### src/rtl/exp_table.sv
// ---------------------------------------------------------------------------
// exp_table : DEPTH x {addr,data} expected-store table, one write port,
//             one indexed read port and a parallel compare vector
// Rev 1.0
// ---------------------------------------------------------------------------
`default_nettype none

module exp_table #(
   parameter int ADDR_W = 32,
   parameter int DATA_W = 32,
   parameter int DEPTH  = 8,
   parameter int IDX_W  = 3
) (
   input  logic              clk,
   input  logic              wr_en,
   input  logic [IDX_W-1:0]  wr_idx,
   input  logic [ADDR_W-1:0] wr_addr,
   input  logic [DATA_W-1:0] wr_data,
   input  logic [IDX_W-1:0]  rd_idx,
   output logic [ADDR_W-1:0] rd_addr,
   output logic [DATA_W-1:0] rd_data,
   input  logic [ADDR_W-1:0] cmp_addr,
   input  logic [DATA_W-1:0] cmp_data,
   output logic [DEPTH-1:0]  cmp_hit
);

   logic [ADDR_W-1:0] addr_q [DEPTH];
   logic [ADDR_W-1:0] addr_d [DEPTH];
   logic [DATA_W-1:0] data_q [DEPTH];
   logic [DATA_W-1:0] data_d [DEPTH];

   always_comb begin
      addr_d = addr_q;
      data_d = data_q;
      if (wr_en && (int'(wr_idx) < DEPTH)) begin
         addr_d[wr_idx] = wr_addr;
         data_d[wr_idx] = wr_data;
      end
   end

   // Table contents carry no reset; they are only meaningful once loaded.
   always_ff @(posedge clk) begin
      addr_q <= addr_d;
      data_q <= data_d;
   end

   always_comb begin
      rd_addr = '0;
      rd_data = '0;
      if (int'(rd_idx) < DEPTH) begin
         rd_addr = addr_q[rd_idx];
         rd_data = data_q[rd_idx];
      end
   end

   generate
      for (genvar i = 0; i < DEPTH; i++) begin : g_cmp
         assign cmp_hit[i] = (addr_q[i] == cmp_addr) && (data_q[i] == cmp_data);
      end
   endgenerate

endmodule

`default_nettype wire

### config.mk
export PLATFORM = sky130hd
export DESIGN_NAME = exp_table
export DESIGN_NICKNAME = d
export VERILOG_FILES = /design/src/rtl/exp_table.sv
export SDC_FILE = /design/constraint.sdc
export NUM_CORES = 1
export LEC_CHECK = 0
export BUFFER_PORTS_ARGS = -buffer_cell sky130_fd_sc_hd__buf_4
export CORE_AREA = 2 2 178 267
export DETAILED_ROUTE_END_ITERATION = 12
export DIE_AREA = 0 0 180 269
export GPL_TIMING_DRIVEN = 0
export PLACE_DENSITY_LB_ADDON = 0.12
export SLEW_MARGIN = 20
export SYNTH_ARGS = -nofsm -noshare
export SYNTH_HDL_FRONTEND = slang
export SYNTH_SLANG_ARGS = --single-unit
### constraint.sdc
create_clock -name clk -period 5.7 [get_ports clk]
set_input_delay 0.285 -clock clk [delete_from_list [all_inputs] [get_ports clk]]
set_output_delay 0.285 -clock clk [all_outputs]
set_load 0.03 [all_outputs]
Word level (Yosys, flattened, before mapping)
Cells that the tools add are included.
{ "totals": {"register_bits": 512, "inputBits": 136, "out_inout_bits": 72, "elab_cells": 56} }
{ "op_classes": {"order_cmp": 3, "eq_ne": 16, "n_mux": 10, "bitwise_logic": 2, "reduce_logical": 9} }
{ "op_table": {"columns": ["operator", "count"], "rows": [
  ["$bwmux 256", 2],
  ["$eq 32x32->1", 16],
  ["$bmux 32 s3", 2],
  ["$mux 32", 5],
  ["$demux 32 s3", 1],
  ["$logic_and 1x1->1", 9],
  ["$ge 4x4->1 const B", 2],
  ["$not 3->4", 2],
  ["$lt 4x1->1 const B", 1]
]} }

Longest topological paths before layout
{ "depth": {"ltp_word": 6, "ltp_mapped": 5, "depth_no_buf": 4} }

Worst setup path before layout
No wires, ideal clock.
{ "synth_timing": {"path_type": "in2reg", "startpoint": "input wr_idx[0]", "endpoint": "register addr_q[224] (netlist bit), enable pin", "setup_ps": 565, "arrival_time_ps": 4816, "required_ps": 5135, "slack_ps": 319, "cell_stages": 2, "n_path_buf": 0, "cell_sequence": "nand2b_1 nor3_1"} }
{ "synth_rtl": {"columns": ["element", "line", "rtl"], "rows": [
  ["start: declaration", "16", "input logic [IDX_W-1:0] wr_idx,"],
  ["end signal: assignment", "43", "addr_q <= addr_d;"],
  ["end: declaration", "27", "logic [ADDR_W-1:0] addr_q [DEPTH];"]
]} }

Final worst setup path
{ "layout_timing": {"startpoint": "register addr_q[39] (netlist bit)", "endpoint": "output cmp_hit[6]"} }
{ "layout_between": {"elab_chain_cells": 2} }
{ "layout_lines": {"columns": ["element", "line", "rtl"], "rows": [
  ["$eq 32x32->1", "58", "assign cmp_hit[i] = (addr_q[i] == cmp_addr) && (data_q[i] == cmp_data);"],
  ["$logic_and 1x1->1", "58", null],
  ["end: declaration", "24", "output logic [DEPTH-1:0] cmp_hit"]
]} }
No other way between the ends.

==> flow_results.org <==
** Timing
- Fmax :: between 200 and 300 MHz
- Setup repair after global routing left no endpoint under its margin.
- At the pin with the least slew margin, the transition time is around 1.3 ns.
- The worst path in the final design needs a cycle of about 3.8 ns, including I/O delays and setup.
- Fin Hold WS :: roughly 0.12 ns
- Setup total negative slack on the finished layout was measured at 0 ns.
- Smallest setup slack after layout :: 1.87 ns
- Share of the clock period used by the worst path :: 0.673
- Headroom to the max-slew limit came out at 0.164.
- Final hold violations :: 0
- The number of slew-limit violations in the final report was 0.
- Setup violations remaining at the end of the flow were counted as 0.

** Synth
- Post-synthesis net count :: about 1600
- Synthesis inferred slightly above 500 register bits.
- Part of the Yosys area used for sequential elements :: 0.614
- In this run, distinct cell masters in the synthesized netlist total 15.
- Yosys warnings :: 0
- Synthesis produced a netlist whose cell count is around 1500.
- Synthesized area :: roughly 25000 sq um
- A synthesized cell averages 16.7 sq um.

** Clocking
- Root Driver :: clkbuf_16
- For this design, the sink count on the clock tree is a little over 500.
- CTS tree :: built
- # resized after CTS :: 0
- The number of clock buffers added by TritonCTS is between 40 and 50.
- In this run the post-CTS setup repair buffer count came out at 0.
- Count of H-tree levels built during CTS :: 2
- Largest buffer count on any clock path :: 3
- Hold repair after CTS inserted 64 buffers.
- Clock slew seen by the registers of the worst setup and hold paths :: ~0.060 ns

** Drt
- The routed design has about 75000 um of wire.
- Drt wl/cell :: a little over 30 um
- In the routed design, unresolved DRC markers number 0.
- Detailed Route Iter0 Violations :: 1299
- Dividing the detail-routed via count by the number of cells gives ~6.
- Vias :: 14600
- The count of nets left with antenna violations once routing finished came out at 0.
- DRT Pass-1 Iters :: 5

** Critical path
- Required arrival time at the worst endpoint :: between 5 and 6 ns
- Maximum single-stage delay on the critical path :: 1.00 ns
- Crit path buf inv count :: 1
- By instance count, the cell type seen most on the critical path is nor4_1.
- STA classifies the critical path startpoint as a register.
- On the critical path, the stage with the largest delay is an instance of nor4_1.
- The worst setup path is captured at an output port.
- The cell family contributing the most delay on the critical path is simple AND/OR/NAND/NOR gates.
- Worst-path maximum fanout :: 2
- Crit path kind :: register to output port
- Data on the critical path arrives at its endpoint at around 3.6 ns.
- Critical Path, Cell by Cell :: xor2_1 > nor4_1 > nand4_1 > nor4_1 > buf_4

** Die
- Row generation in the floorplan step produced 97 rows.
- Measured along the x axis, the die boundary spans ~180 um.
- Starting utilization of the core area :: 0.542
- I/O pin cnt :: 208
- Die Ht :: between 200 and 300 um
- Die Area :: just under 50000 sq um
- Placeable Area :: around 46000 sq um

** Power and ir drop
- Summing internal, switching and leakage power gives around 9000 uW.
- In this run the power density over the cells is ~300 nW/um^2.
- Summed over all cells, the static leakage comes to 0.0103 uW.
- Peak supply drop :: between 0.0002 and 0.0003 V

** Global routing
- Vias in the first global route :: between 15000 and 20000
- Number of antenna violations at the first check in global routing :: 3
- For this run, the total global-route usage over all layers was measured as 0.308.
- Pin count of the biggest net entering global routing :: 21
- First-pass GRT wire length :: around 110000 um
- The total overflow left after global routing is 0.

** Worst hold path
- The min-delay analysis places its worst path in the category input pin to register.

** Place
- Port-buffer cells :: 140
- Worst slack at placement :: 2.39 ns
- Final HPWL from detailed placement :: ~55000 um
- Final RePlAce weighted congestion :: around 0.91
- In this run, placement finished with an instance count of roughly 2300.

** Finish
- In the layout the commonest cells are 512 x xor2_1, 512 x edfxtp_1, 159 x buf_4.
- After the flow finishes, the layout carries non-filler instances totaling about 2400.
- The area growth from synthesis to layout is 19.2%.
- The net count of the finished layout is just under 2000.
- Number of inserted filler cells in the final layout :: 3414
- Share of post-route cells with drive strength above 1 :: 0.265

** Job
- Number of max-cap violations :: 0

** Status
- Run status :: completed
## metrics by stage
step	util	instance area, sq um
after floorplan	-	25100
final	0.646	29900
after global routing	0.646	29900
after global placement	0.581	26800
after detailed placement	0.597	27600
after CTS	0.646	29900
## logic make-up after synthesis
logic type    after synthesis  synth area share
xor+xnor                  512             0.179
flops                     512             0.614
mux                       192             0.144
simple gates              181            0.0443
buf+inv                    99            0.0191
## report_power, final
group	switching (uW)	internal [uW]	total, uW
Combinational	632	445	1080
Clock	1400	1980	3380
Sequential	74.1	4280	4350
Total	2110	6700	8810
## state kept, by name, indices dropped and copies added (netlist names)
signal  count
addr_q    256
data_q    256
## cell type report
class                           instances  area, sq um  area share
Buffer                                 99          489      0.0164
Timing Repair Buffer                  245         2380      0.0796
Sequential cell                       512        15400       0.515
Multi-Input combinational cell        885         9250       0.310
Tap cell                              594          743      0.0249
Antenna cell                            1         2.50   0.0000838
Clock buffer                           58         1260      0.0422
Clock inverter                         29          369      0.0124
## path summary, 6_finish.rpt
kind | from | to | slack [ns] | depth (start not counted)
setup / recovery | addr_q[39]$_DFFE_PP_ | cmp_hit[6] | 1.87 | 5
hold / removal | wr_idx[2] | data_q[206]$_DFFE_PP_ | 0.12 | 2
## cell usage after synthesis
master	n	area, sq um
buf_2	10	50.1
nor2_1	6	22.5
xor2_1	512	4480
buf_6	11	124
edfxtp_1	512	15400
buf_4	3	22.5
buf_1	26	97.6
nand2b_1	3	18.8
nand2_1	2	7.51
nor3_1	2	10.0
nor4_1	136	851
clkbuf_1	49	184
mux2_2	64	721
mux4_2	128	2880
nand4_1	32	200
## per-layer routing
layer,global-route usage,part of all wire,vias to the layer above
li1,-,-,6354
met1,0.366,0.36,7481
met2,0.547,0.52,605
met3,0.0458,0.065,176
met4,0.157,0.056,4
met5,0,0.00020,-
(Power assumes the default switching activity.)
